--- config.mk ---
export PLATFORM = sky130hd
export DESIGN_NAME = regfile_dump
export DESIGN_NICKNAME = d
export VERILOG_FILES = /design/src/rtl/regfile_dump_pkg.sv /design/src/rtl/regfile_dump_loader.sv /design/src/rtl/regfile_dump.sv
export SDC_FILE = /design/constraint.sdc
export NUM_CORES = 1
export LEC_CHECK = 0
export CORE_MARGIN = 2
export CORE_UTILIZATION = 25
export DETAILED_ROUTE_END_ITERATION = 8
export PLACE_DENSITY = 0.61
export RECOVER_POWER = 100
export SYNTH_ARGS = -nofsm -noshare
export SYNTH_HDL_FRONTEND = slang
export SYNTH_SLANG_ARGS = --single-unit
--- constraint.sdc ---
create_clock -name clk -period 1.8 [get_ports clk]
set_clock_uncertainty 0.2 [all_clocks]
set_input_delay 0.45 -clock clk [delete_from_list [all_inputs] [get_ports clk]]
set_output_delay 0.45 -clock clk [all_outputs]
set_load 0.05 [all_outputs]
--- src/rtl/regfile_dump_pkg.sv ---
// regfile_dump_pkg: shared state encoding and default sizes for the regfile dump controller.
package regfile_dump_pkg;
  localparam int DEF_XLEN  = 32;
  localparam int DEF_NREGS = 32;
  localparam int DEF_AW    = 5;
  localparam logic [DEF_AW-1:0] LAST_IDX = DEF_AW'(DEF_NREGS - 1);
  typedef enum logic [2:0] {
    IDLE,
    READ,
    SEND_A,
    SEND_B
`ifdef REGFILE_DUMP_LOAD_EN
    ,
    LOAD
`endif
  } state_t;
endpackage

--- src/rtl/regfile_dump_loader.sv ---
// regfile_dump_loader: accepts load beats and registers them onto the regfile write port, x1 upward.
// Used only when REGFILE_DUMP_LOAD_EN is defined.
module regfile_dump_loader #(
  parameter int XLEN  = 32,
  parameter int NREGS = 32,
  parameter int AW    = 5
)(
  input  logic            clk,
  input  logic            reset,
  input  logic            i_active,
  input  logic            i_valid,
  input  logic [XLEN-1:0] i_data,
  output logic            o_ready,
  output logic            o_we,
  output logic [AW-1:0]   o_rd,
  output logic [XLEN-1:0] o_wd,
  output logic            o_done
);
  logic [AW-1:0] r_idx;
  logic r_fin;
  logic r_we;
  logic [AW-1:0] r_rd;
  logic [XLEN-1:0] r_wd;
  logic w_hs;
  assign o_ready = i_active && !r_fin;
  assign w_hs = o_ready && i_valid;
  // r_fin marks the write cycle of the last register; intake stops until the controller leaves LOAD
  always_ff @(posedge clk) begin
    if (reset || !i_active) begin
      r_idx <= AW'(1);
      r_fin <= 1'b0;
      r_we  <= 1'b0;
      r_rd  <= '0;
      r_wd  <= '0;
    end else begin
      r_idx <= w_hs ? r_idx + 1'b1 : r_idx;
      r_fin <= r_fin || (w_hs && r_idx == AW'(NREGS - 1));
      r_we  <= w_hs;
      r_rd  <= w_hs ? r_idx : '0;
      r_wd  <= w_hs ? i_data : '0;
    end
  end
  assign o_we = r_we;
  assign o_rd = r_rd;
  assign o_wd = r_wd;
  assign o_done = r_fin;
endmodule

--- src/rtl/regfile_dump.sv ---
// regfile_dump: stalls the core and streams x0..x31 out in pairs through the regfile read ports.
// Define REGFILE_DUMP_LOAD_EN to add a load mode that fills x1..x31 from the input stream.
module regfile_dump
  import regfile_dump_pkg::*;
#(
  parameter int XLEN  = DEF_XLEN,
  parameter int NREGS = DEF_NREGS,
  parameter int AW    = DEF_AW
)(
  input  logic            clk,
  input  logic            reset,
  input  logic            dump_start,
  input  logic            load_start,
  output logic            busy,
  output logic [AW-1:0]   rs1,
  output logic [AW-1:0]   rs2,
  input  logic [XLEN-1:0] rdout1,
  input  logic [XLEN-1:0] rdout2,
  output logic [AW-1:0]   rd,
  output logic [XLEN-1:0] wrs3,
  output logic            we,
  output logic            out_valid,
  input  logic            out_ready,
  output logic [XLEN-1:0] out_data,
  output logic [AW-1:0]   out_idx,
  output logic            out_last,
  input  logic            in_valid,
  output logic            in_ready,
  input  logic [XLEN-1:0] in_data
);
  localparam logic [AW-1:0] LAST = AW'(NREGS - 1);
  state_t r_state, w_next;
  logic [AW-2:0] r_p;
  logic [XLEN-1:0] r_hold_a, r_hold_b;
  logic [AW-1:0] w_ia, w_ib;
  logic w_hs, w_last;
  assign w_ia = {r_p, 1'b0};
  assign w_ib = {r_p, 1'b1};
  assign w_hs = out_valid && out_ready;
  assign w_last = w_ib == LAST;
`ifdef REGFILE_DUMP_LOAD_EN
  logic w_load_done;
  regfile_dump_loader #(.XLEN(XLEN), .NREGS(NREGS), .AW(AW)) u_loader (
    .clk      (clk),
    .reset    (reset),
    .i_active (r_state == LOAD),
    .i_valid  (in_valid),
    .i_data   (in_data),
    .o_ready  (in_ready),
    .o_we     (we),
    .o_rd     (rd),
    .o_wd     (wrs3),
    .o_done   (w_load_done)
  );
`else
  logic w_unused;
  assign w_unused = ^{load_start, in_valid, in_data};
  assign in_ready = 1'b0;
  assign we = 1'b0;
  assign rd = '0;
  assign wrs3 = '0;
`endif
  always_ff @(posedge clk) begin
    r_state <= reset ? IDLE : w_next;
  end
  always_comb begin
    w_next = r_state;
    case (r_state)
      IDLE:   if (dump_start) w_next = READ;
`ifdef REGFILE_DUMP_LOAD_EN
              else if (load_start) w_next = LOAD;
      LOAD:   if (w_load_done) w_next = IDLE;
`endif
      READ:   w_next = SEND_A;
      SEND_A: if (w_hs) w_next = SEND_B;
      SEND_B: if (w_hs) w_next = w_last ? IDLE : READ;
      default: w_next = IDLE;
    endcase
  end
  // pair index and captured read data; both read ports are sampled together in READ
  always_ff @(posedge clk) begin
    if (reset) begin
      r_p      <= '0;
      r_hold_a <= '0;
      r_hold_b <= '0;
    end else begin
      if (r_state == IDLE && dump_start) r_p <= '0;
      if (r_state == READ) begin
        r_hold_a <= rdout1;
        r_hold_b <= rdout2;
      end
      if (r_state == SEND_B && w_hs && !w_last) r_p <= r_p + 1'b1;
    end
  end
  always_comb begin
    busy      = r_state != IDLE;
    rs1       = r_state == READ ? w_ia : '0;
    rs2       = r_state == READ ? w_ib : '0;
    out_valid = r_state == SEND_A || r_state == SEND_B;
    out_data  = r_state == SEND_A ? r_hold_a : r_state == SEND_B ? r_hold_b : '0;
    out_idx   = r_state == SEND_A ? w_ia : r_state == SEND_B ? w_ib : '0;
    out_last  = r_state == SEND_B && w_last;
  end
endmodule

### Yosys cells after proc, flatten, opt, wreduce, memory -nomap -nowiden

Cells that the tools add are included.

| storage, ports and cells | value |
|---|---|
| input bits | 102 |
| output and inout bits | 89 |
| logic and storage cells | 36 |
| bits in registers | 71 |

| cells by class | value |
|---|---|
| muxes and demuxes | 13 |
| eq/ne operators | 7 |
| reductions and logical operators | 11 |
| add/sub/neg operators | 1 |

Operator list:

| kind | count |
|---|---|
| 2-to-1 mux 32 bit | 2 |
| 2-to-1 mux 5 bit | 4 |
| one-hot mux 3 bit (4 select lines) | 1 |
| 2-to-1 mux 3 bit | 3 |
| 2-to-1 mux 4 bit | 2 |
| == test 3 x 2 -> 1 bit (second input constant) | 2 |
| != test 2 bit (second input constant) | 3 |
| logical AND 1 bit | 5 |
| adder 4 x 1 -> 4 bit (second input constant) | 1 |
| == test 4 bit (second input constant) | 1 |
| == test 3 x 1 -> 1 bit (second input constant) | 1 |
| logical NOT 3 bit | 1 |
| AND reduction 3 bit | 1 |
| nonzero test 3 bit | 1 |
| nonzero test 2 bit | 1 |
| logical NOT 1 bit | 1 |
| logical OR 1 bit | 1 |
| 2-to-1 mux 1 bit | 1 |

### Longest topological paths before layout

Gate-level depths: netlist of run 1.

| depth | value |
|---|---|
| depth after elaboration | 6 |
| gate-level depth with buffers | 7 |
| depth with buffers taken out | 5 |

### Worst setup path after synthesis of run 1

OpenSTA, ideal clock, no wires.

| path | value |
|---|---|
| kind | reg-to-output |
| start | reg r_state[0] |
| end | out rs2[1] |
| path slack | -915 ps |
| arrival | 2065 ps |
| stages on the path, launching flop included | 6 |
| cell sequence | dfxtp_1 > ha_1 > buf_2 > buf_2 > and2_1 > buf_4 |

| on the way | value |
|---|---|
| longest elaborated chain between the ends | 2 |

Ends and longest elaborated chain:

| element | RTL line | text |
|---|---|---|
| from (decl) | regfile_dump.sv:32 | `state_t r_state, w_next;` |
| from (signal assigned) | regfile_dump.sv:64 | `r_state <= reset ? IDLE : w_next;` |
| == test 3 x 1 -> 1 bit | regfile_dump.sv:98 | `rs2 = r_state == READ ? w_ib : '0;` |
| 2-to-1 mux 5 bit | regfile_dump.sv:98 |  |
| to (decl) | regfile_dump.sv:16 | `output logic [AW-1:0] rs2,` |

No other way between the ends.

### Worst setup path in the final report of run 1

| path | value |
|---|---|
| start | reg r_state[0] |
| end | out out_idx[4] |

| on the way | value |
|---|---|
| longest elaborated chain between the ends | 3 |

Ends and longest elaborated chain:

| element | RTL line | text |
|---|---|---|
| == test 3 x 2 -> 1 bit | regfile_dump.sv:101 | `out_idx = r_state == SEND_A ? w_ia : r_state == SEND_B ? w_ib : '0;` |
| 2-to-1 mux 5 bit | regfile_dump.sv:101 |  |
| 2-to-1 mux 5 bit * | regfile_dump.sv:101 |  |
| to (decl) | regfile_dump.sv:25 | `output logic [AW-1:0] out_idx,` |

Mark *: on every way between the ends. The rest lies on a longest branch, timed or not.

==> reports/metrics.yaml, run 1 <==
p_per_area_mw_per_mm2: 1287
status: "finished, violations left"
dr_total_vias: 3230
yosysTopAreaCell: "dfxtp_1"
slew_viol_final: 0
startpoint_type: "register"
finalWirelength_mm: 10.32
cp-end-kind: "primary output"
synthTopCellsByArea: "dfxtp_1, mux2i_1, buf_4"
multi_input_area_mm2: 0.002307
num_io_pins: 191
grt_pass1_vias: 3135
grt_max_degree: 41
ir_drop_uv: 918.1
diodes: 0
first_pass_iters: 4
violations: "negative setup slack"
syn-cell-area_mm2: 0.003485
avgSynthCellArea_um2: 8.376
max_freq_ghz: 0.4400
rr_worst_depth: 7
crit_arrival_ns: 1.62
synth_top_area_share_pct: 40.22
max_cap_viol_count: 0
r2r_end: "r_hold_b[22]"
antenna_left: 0
synth_cell_types: 30
period_minus_slack_ns: 2.273
synthCells: 416
rsz0062_at_grt: "yes"
layout-drive-gt1-share_pct: 33.39
cts_hold_buf: 0
cts_buffer_depth: 2
register_area_mm2: 0.001413
numCtsBuffers: 9
r2r_slack_ns: 0.03
gp_congestion: 0.7846
final_util_pct: 47.65
clkLatencyLatePin_ns: 0.33
core_area_mm2: 0.01377
gr-total-overflow: 0
die_area_mm2: 0.01490
worstHoldPathType: "reg -> reg"
path_max_fanout: 16
total_leakage_power_nw: 2.549
initial_core_util_pct: 25.30
dpl.hpwl_mm: 6.683
io_buffer_count: 116
cp-endpoint: "out_idx[4]"
yosysSeqAreaShare_pct: 40.22
die_y_um: 122.1
cts_root_buf: "clkbuf_16"
clkSinkCount: 70
via_per_inst: 4.347
fin_crit_sh_pct: 126.3
grt_first_pass_wirelength_mm: 15.97
required_ns: 1.15
clkSlewWorstSetupHoldPaths_ns: 0.06
htree_levels: 3
nNetsFinal: 666
antenna_found_initial: 0
ys_ff_latch: 70
yosys_warnings: 0
drc: 0
nFillCells: 1284
reg2reg_from: "r_state[1]"
placed_cell_area_mm2: 0.005788
pre_cts_ws_ns: -0.1707
cts_tree: "done"
rows: 43
drt_iter0_drc: 146
die_x_um: 122.1
groute.usage.overall_pct: 13.98
worst_slack_ns: -0.4730
area_delta_synth_final_pct: 88.33
hold_viol_final: 0
crit_start: "r_state[0]"
setup_viol: 49
final_cell_area_mm2: 0.006563
path_class: "reg -> out"
avgRoutedWirePerCell_um: 13.88
p_total_w: 0.008448
cell type report:
type / instances / area share (%)
multi-input cells: 309 / 35.16
repair buffers: 164 / 34.85
flip-flops and latches: 70 / 21.53
clock buffers: 13 / 3.966
well taps: 180 / 3.432
clock inverters: 3 / 0.6482
inverters: 4 / 0.4194
cell families after synthesis:
kind of cell    share of synthesized area [%]
other cells                            0.1076
xor+xnor                               0.2514
buf+inv                                 13.68
compound gates                          7.433
fa+ha+maj                               2.154
simple gates                            17.77
flops                                   40.22
mux                                     18.38
repair_timing:
| item | 4_1_cts | 5_1_grt |
|---|---|---|
| resized for setup | 37 | 18 |
| pin swaps | 13 | 10 |
| gates cloned | 4 | 2 |
| buffers inserted | 10 | 7 |
| setup endpoints to repair | 49 | 55 |
registers in the layout, summed over array words and instances (netlist names):
name	flops
r_p	4
r_state	2
r_hold_a	32
r_hold_b	32
cells in the mapped netlist:
master and instances:
a211oi_1 2, a21o_1 1, a21oi_1 5, a31oi_1 1, and2_1 5, and3_1 1
buf_2 9, buf_4 46, buf_6 1, clkbuf_1 16, clkinv_1 1, conb_1 1
dfxtp_1 70, ha_1 6, inv_1 3, mux2i_1 64, nand2_1 66, nand2b_1 1
nand3_1 4, nand4_1 1, nand4bb_1 1, nor2_1 65, nor2b_1 3, nor2b_2 1
o211ai_1 5, o21ai_1 32, o21bai_1 1, or2_1 1, or3_1 2, xor2_1 1
worst max-delay path, cell delays in order, from the launching register on:
cell and delay [ns]:
dfxtp_4 0.35, buf_4 0.14, ha_4 0.17, buf_12 0.15, nor2_4 0.25, nor2b_4 0.08, buf_12 0.15
per-stage QoR:
step / hold WS (ns) / instances / TNS [ns]
finish: 0.2915 / 743 / -19.24
floorplan: 0.2602 / 455 / -4.586
global route: 0.3096 / 743 / -24.70
detailed placement: 0.2808 / 706 / -4.912
global placement: 0.2726 / 706 / -4.062
CTS: 0.2939 / 735 / -20.23
routing by layer:
metal / track usage, % / up-vias / wire length [um]
li1: - / 1567 / -
met1: 16.16 / 1540 / 4363
met2: 23.85 / 111 / 5083
met3: 5.431 / 12 / 694
met4: 4.239 / 0 / 176
met5: 0 / - / 0
worst min-delay path by stage:
stage | from | endpoint | slack [ns] | cells after the start
5_1_grt | r_hold_a[5] | r_hold_a[5] | 0.31 | 2
4_1_cts | r_hold_a[6] | r_hold_a[6] | 0.29 | 2
2_1_floorplan | r_hold_a[0] | r_hold_a[0] | 0.26 | 2
3_3_place_gp | r_hold_a[14] | r_hold_a[14] | 0.27 | 2
3_5_place_dp | r_hold_a[6] | r_hold_a[6] | 0.28 | 2
6_report | r_hold_b[10] | r_hold_b[10] | 0.29 | 2
report_power, final:
group	switching, W	internal, W
Sequential	0.000234	0.00196
Combinational	0.00228	0.00217
Clock	0.000661	0.00115
cell usage in the layout (no fill, tap or decap), drive strengths merged, types with 4 or more instances in the layout:
| master | netlist | routed |
|---|---|---|
| o21ai | 32 | 32 |
| clkbuf | 16 | 17 |
| a21oi | 5 | 5 |
| ha | 6 | 6 |
| clkdlybuf4s50 | 0 | 66 |
| nand3 | 4 | 4 |
| inv | 3 | 4 |
| conb | 1 | 40 |
| nor2 | 65 | 65 |
| nor2b | 4 | 4 |
| nand2 | 66 | 66 |
| dfxtp | 70 | 70 |
| mux2i | 64 | 64 |
| buf | 56 | 93 |
| o211ai | 5 | 5 |
| and2 | 5 | 5 |
Power figures use the tool's default switching activity.
==> run 2, diff against run 1 <==
--- a/config.mk
+++ b/config.mk
@@ -5,10 +5,12 @@
 export SDC_FILE = /design/constraint.sdc
 export NUM_CORES = 1
 export LEC_CHECK = 0
+export CELL_PAD_IN_SITES_DETAIL_PLACEMENT = 0
+export CELL_PAD_IN_SITES_GLOBAL_PLACEMENT = 1
 export CORE_MARGIN = 2
-export CORE_UTILIZATION = 25
+export CORE_UTILIZATION = 24
 export DETAILED_ROUTE_END_ITERATION = 8
-export PLACE_DENSITY = 0.61
+export PLACE_DENSITY = 0.78
 export RECOVER_POWER = 100
 export SYNTH_ARGS = -nofsm -noshare
 export SYNTH_HDL_FRONTEND = slang
==> run 2 against run 1 <==
Critical path depth unchanged. Clock power shrank 12%. Non-clock buffer count fell by 4. Final area down 1.7%. The flow still finishes with violations (negative setup slack). Sequential share of layout area increased by 0.36 points.
==> reports/metrics.yaml, run 2 (synthesized netlist as in run 1, its figures left out) <==
status: "finished, violations left"
violations: "negative setup slack"
grt-busiest-layer: "met2"
p_comb_share_pct: 52.9  # +0.2 points
dr_total_vias: 3175  # -1.7%
antenna_found_initial: 0  # unchanged
worstHoldPathType: "in -> reg"
max_freq_ghz: 0.4477  # +1.8%
path_max_fanout: 12  # -4
worst_slack_ns: -0.4336  # +0.03941 ns
initial_core_util_pct: 24.25  # -1.0 points
clkSinkCount: 70  # unchanged
gp_congestion: 0.7647  # -2.5%
avgRoutedWirePerCell_um: 13.98  # +0.71%
die_x_um: 124.5  # +2.0%
io_buffer_count: 116  # unchanged
groute.usage.overall_pct: 12.93  # -1.1 points
gr-total-overflow: 0  # unchanged
layout-drive-gt1-share_pct: 32.32  # -1.1 points
via_per_inst: 4.285  # -1.4%
pwr-share-clk_pct: 19.8  # -1.6 points
grt_max_degree: 37  # -9.8%
die_area_mm2: 0.01550  # +4.0%
grt.met1_usage_pct: 15.67  # -0.49 points
period_minus_slack_ns: 2.234  # -0.03941 ns
internal_power_w: 0.004926  # -6.5%
final_cell_mix: "clkdlybuf4s50_1, dfxtp_1, mux2i_1, nor2_1, buf_12"
gr-usage-met3_pct: 3.823  # -1.6 points
top_regs: "r_hold_a: 32 flops, r_hold_b: 32 flops, r_p: 4 flops"
dpl.hpwl_mm: 6.680  # about the same
nNetsFinal: 662  # -0.60%
setup_viol: 49  # unchanged
grt_pass1_vias: 3114  # -0.67%
core_area_mm2: 0.01437  # +4.3%
drc: 0  # unchanged
path_class: "reg -> out"
rsz0062_at_grt: "yes"
rows: 44  # +2.3%
cts_buffer_depth: 2  # unchanged
p_total_w: 0.008019  # -5.1%
hold_viol_final: 0  # unchanged
cp-end-kind: "primary output"
required_ns: 1.15  # about the same
switching_share_pct: 38.57  # +0.96 points
cts_root_buf: "clkbuf_16"
first_pass_iters: 4  # unchanged
finalWirelength_mm: 10.36  # +0.44%
die_y_um: 124.5  # +2.0%
p_per_area_mw_per_mm2: 1243  # -3.4%
tns_ns: -17.55  # +1.691 ns
grt_first_pass_wirelength_mm: 16.01  # +0.26%
htree_levels: 3  # unchanged
startpoint_type: "register"
total_leakage_power_nw: 2.478  # -2.8%
clkLatencyLatePin_ns: 0.34  # about the same
ir_drop_uv: 494.5  # -46%
slew_viol_final: 0  # unchanged
diodes: 0  # unchanged
max_cap_viol_count: 0  # unchanged
clkSlewWorstSetupHoldPaths_ns: 0.05  # about the same
fin_crit_sh_pct: 124.1  # -2.2 points
area_delta_synth_final_pct: 85.10
switchingPower_w: 0.003093  # -2.6%
fin_cells: 741  # -0.27%
crit_arrival_ns: 1.58  # -0.04 ns
antenna_left: 0  # unchanged
seqPwrFrac_pct: 27.4  # +1.5 points
drt_iter0_drc: 115  # -21%
numCtsBuffers: 9  # unchanged
grt_util_met2_pct: 21.47  # -2.4 points
num_io_pins: 191  # unchanged
dp.cells: 707  # +0.14%
cts_tree: "done"
## run 2: final timing paths
path              cells after the start    startpoint      endpoint  slack (ns)
hold reg to reg                       2  r_hold_a[16]  r_hold_a[16]        0.29
setup reg to reg                      7    r_state[1]  r_hold_a[28]        0.04
setup / recovery                      6    r_state[0]  out_data[13]       -0.43
hold / removal                        2         reset   r_hold_a[2]        0.24
## run 2: routing by layer
metal	up-vias	wire length [um]	share of wire, %
li1	1558	-	-
met1	1498	4583	44
met2	105	5002	48
met3	14	604	5.8
met4	0	171	1.7
met5	-	0	0
## run 2: timing repair
item | CTS | global route
cloned | 3 | 4
hold buffers | 0 | 0
gates resized for setup | 32 | 13
pin swaps | 11 | 5
buffers inserted | 12 | 3
setup endpoints to repair | 49 | 62
## run 2: power by group through the flow
| stage | combinational, W | clock (W) | sequential [W] |
|---|---|---|---|
| after floorplan | 0.00250 | 0 | 0.00214 |
| after global placement | 0.00347 | 0 | 0.00216 |
| after detailed placement | 0.00352 | 0 | 0.00218 |
| after CTS | 0.00414 | 0.00165 | 0.00218 |
| after global routing | 0.00449 | 0.00171 | 0.00224 |
| final | 0.00424 | 0.00159 | 0.00219 |
## run 2: final cells by class
| class | instances | area (um^2) |
|---|---|---|
| Sequential cell | 70 | 1411 |
| Timing Repair Buffer | 160 | 2241 |
| Fill cell | 1335 | 7919 |
| Clock inverter | 2 | 10.01 |
| Multi-Input combinational cell | 309 | 2288 |
| Tap cell | 184 | 230.2 |
| Clock buffer | 12 | 246.5 |
| Inverter | 4 | 22.52 |
## run 2: critical path, cell delays in order, from the launching register on
cell	delay [ns]
dfxtp_4	0.37
inv_4	0.04
ha_4	0.19
buf_12	0.15
buf_16	0.17
o21ai_4	0.16
buf_12	0.15
## run 2: through the flow
stage | worst slack [ns] | instance area, um^2 | hold WS [ns] | utilization (%)
2_1_floorplan | -0.1420 | 4175 | 0.2602 | -
3_3_place_gp | -0.1667 | 5786 | 0.2724 | 40.26
3_5_place_dp | -0.1766 | 5786 | 0.2811 | 40.26
4_1_cts | -0.4667 | 6356 | 0.2282 | 44.24
5_1_grt | -0.4949 | 6450 | 0.2515 | 44.89
6_report | -0.4336 | 6450 | 0.2368 | 44.89
==> run 3, diff against run 2 <==
--- a/config.mk
+++ b/config.mk
@@ -10,6 +10,7 @@
 export CORE_MARGIN = 2
 export CORE_UTILIZATION = 24
 export DETAILED_ROUTE_END_ITERATION = 8
+export MAX_ROUTING_LAYER = met4
 export PLACE_DENSITY = 0.78
 export RECOVER_POWER = 100
 export SYNTH_ARGS = -nofsm -noshare
==> run 3 against run 2 <==
The flow still finishes with violations (negative setup slack). Via count about the same. Final area unchanged. Non-clock buffer count unchanged. Critical path type unchanged. Global-route usage increased by 0.37 points. Hold slack improved by 0.0036 ns. Critical path depth unchanged. Clock power about the same. Register-to-register slack about the same. Setup slack improved by 0.0044 ns. Sequential share of layout area unchanged. Wire length decreased by 0.28%. Flip-flop and latch count unchanged.
==> reports/metrics.yaml, run 3 (synthesized netlist as in run 1, its figures left out) <==
internal_power_w: 0.004926  # about the same
startpoint_type: "register"
final_cell_mix: "clkdlybuf4s50_1, dfxtp_1, mux2i_1, nor2_1, buf_12"
die_y_um: 124.5  # unchanged
drc: 0  # unchanged
finalWirelength_mm: 10.33  # -0.28%
path_delay_family: "buffers and inverters"
gr-usage-met3_pct: 3.050  # -0.77 points
p_per_area_mw_per_mm2: 1241  # -0.15%
cts_buffer_depth: 2  # unchanged
die_area_mm2: 0.01550  # unchanged
critPathSlowestCell: "dfxtp_4"
grt_max_degree: 37  # unchanged
final_cell_area_mm2: 0.006450  # unchanged
gr-total-overflow: 0  # unchanged
pwr-share-clk_pct: 19.7  # about the same
initial_core_util_pct: 24.25  # unchanged
max_freq_ghz: 0.4486  # +0.20%
via_per_inst: 4.281  # about the same
total_leakage_power_nw: 2.478  # unchanged
diodes: 0  # unchanged
grt_first_pass_wirelength_mm: 15.99  # -0.12%
switchingPower_w: 0.003081  # -0.38%
status: "finished, violations left"
fin_cells: 741  # unchanged
crit_arrival_ns: 1.58  # about the same
cp-end-kind: "primary output"
numCtsBuffers: 9  # unchanged
critPathMostFrequentCell: "buf_12"
dp.cells: 707  # unchanged
hold_viol_final: 0  # unchanged
final_util_pct: 44.89  # unchanged
core_area_mm2: 0.01437  # unchanged
fin_crit_sh_pct: 123.8  # -0.24 points
violations: "negative setup slack"
ir_drop_uv: 494.1  # about the same
path_cells: "inv_4 > ha_4 > buf_12 > buf_16 > o21ai_4 > buf_12"
cts_root_buf: "clkbuf_16"
antenna_found_initial: 0  # unchanged
worst_slack_ns: -0.4292  # +0.004392 ns
grt_util_met2_pct: 21.47  # unchanged
slowest_delay_ns: 0.37  # about the same
setup_viol: 49  # unchanged
clkSlewWorstSetupHoldPaths_ns: 0.05  # about the same
p_total_w: 0.008007  # -0.15%
grt_pass1_vias: 3114  # unchanged
period_minus_slack_ns: 2.229  # -0.004392 ns
area_delta_synth_final_pct: 85.10  # unchanged
nNetsFinal: 662  # unchanged
path_buf_inv: 4  # unchanged
cts_tree: "done"
tns_ns: -17.35  # +0.1991 ns
rsz0062_at_grt: "yes"
htree_levels: 3  # unchanged
path_max_fanout: 12  # unchanged
num_io_pins: 191  # unchanged
gp_congestion: 0.7749  # +1.3%
dpl.hpwl_mm: 6.680  # unchanged
max_cap_viol_count: 0  # unchanged
worstHoldPathType: "in -> reg"
layout-drive-gt1-share_pct: 32.32  # unchanged
avgRoutedWirePerCell_um: 13.94  # -0.28%
io_buffer_count: 116  # unchanged
die_x_um: 124.5  # unchanged
slew_viol_final: 0  # unchanged
path_class: "reg -> out"
grt.met1_usage_pct: 16.14  # +0.48 points
switching_share_pct: 38.48  # -0.088 points
top_regs: "r_hold_a: 32 flops, r_hold_b: 32 flops, r_p: 4 flops"
placed_cell_area_mm2: 0.005786  # unchanged
p_comb_share_pct: 52.9  # about the same
groute.usage.overall_pct: 13.30  # +0.37 points
seqPwrFrac_pct: 27.4  # about the same
antenna_left: 0  # unchanged
drt_iter0_drc: 120  # +4.3%
rows: 44  # unchanged
grt-busiest-layer: "met2"
clkLatencyLatePin_ns: 0.33  # about the same
first_pass_iters: 4  # unchanged
dr_total_vias: 3172  # -0.094%
clkSinkCount: 70  # unchanged
required_ns: 1.15  # about the same
run 3: cell counts in the layout (fill, tap and decap cells not counted):
Identical to the previous run, type by type.
run 3: metrics by stage:
stage | worst slack, ns | hold WS [ns]
after CTS | -0.4667 | 0.2282
after detailed placement | -0.1766 | 0.2811
final | -0.4292 | 0.2404
after floorplan | -0.1420 | 0.2602
after global routing | -0.4949 | 0.2515
after global placement | -0.1667 | 0.2724
run 3: metal layers:
layer / part of all wire (%) / vias to the layer above / wire (um)
met5: 0 / - / 0
met1: 46 / 1499 / 4703
met4: 1.4 / 0 / 144
li1: - / 1558 / -
met3: 4.5 / 12 / 469
met2: 49 / 103 / 5015
run 3: worst paths after layout:
kind	end	cells past startpoint	from	slack, ns
setup / recovery	out_data[13]	6	r_state[0]	-0.43
setup reg to reg	r_hold_a[28]	7	r_state[1]	0.03
hold / removal	r_hold_a[2]	2	reset	0.24
hold reg to reg	r_hold_a[16]	2	r_hold_a[16]	0.29
run 3: cell type report:
type	instances	area (um^2)
clock buffers	12	246.5
clock inverters	2	10.01
fillers	1334	7919
inverters	4	22.52
multi-input cells	309	2288
flip-flops and latches	70	1411
well taps	184	230.2
repair buffers	160	2241
run 3: what timing repair did:
action                                  in CTS  in global routing
hold endpoints to repair                     0                  0
buffers inserted                            12                  3
gates resized for setup                     32                 13
endpoints found under the setup margin      49                 62
pin swaps                                   11                  5
gates cloned                                 3                  4
hold buffers                                 0                  0
run 3: worst register-to-register path: cells and delay by family, from the launching register on:
family                     cells  cell delay [ns]
buffers and inverters          4             0.65
muxes                          1             0.23
and+or+nand+nor                1             0.05
DFF                            1             0.36
adders and majority gates      1             0.17
run 3: power groups by stage:
| stage | registers (W) | logic, W | clock network [W] |
|---|---|---|---|
| floorplan | 0.00214 | 0.00250 | 0 |
| global placement | 0.00216 | 0.00347 | 0 |
| detailed placement | 0.00218 | 0.00352 | 0 |
| CTS | 0.00218 | 0.00414 | 0.00165 |
| global route | 0.00224 | 0.00449 | 0.00171 |
| finish | 0.00219 | 0.00424 | 0.00158 |
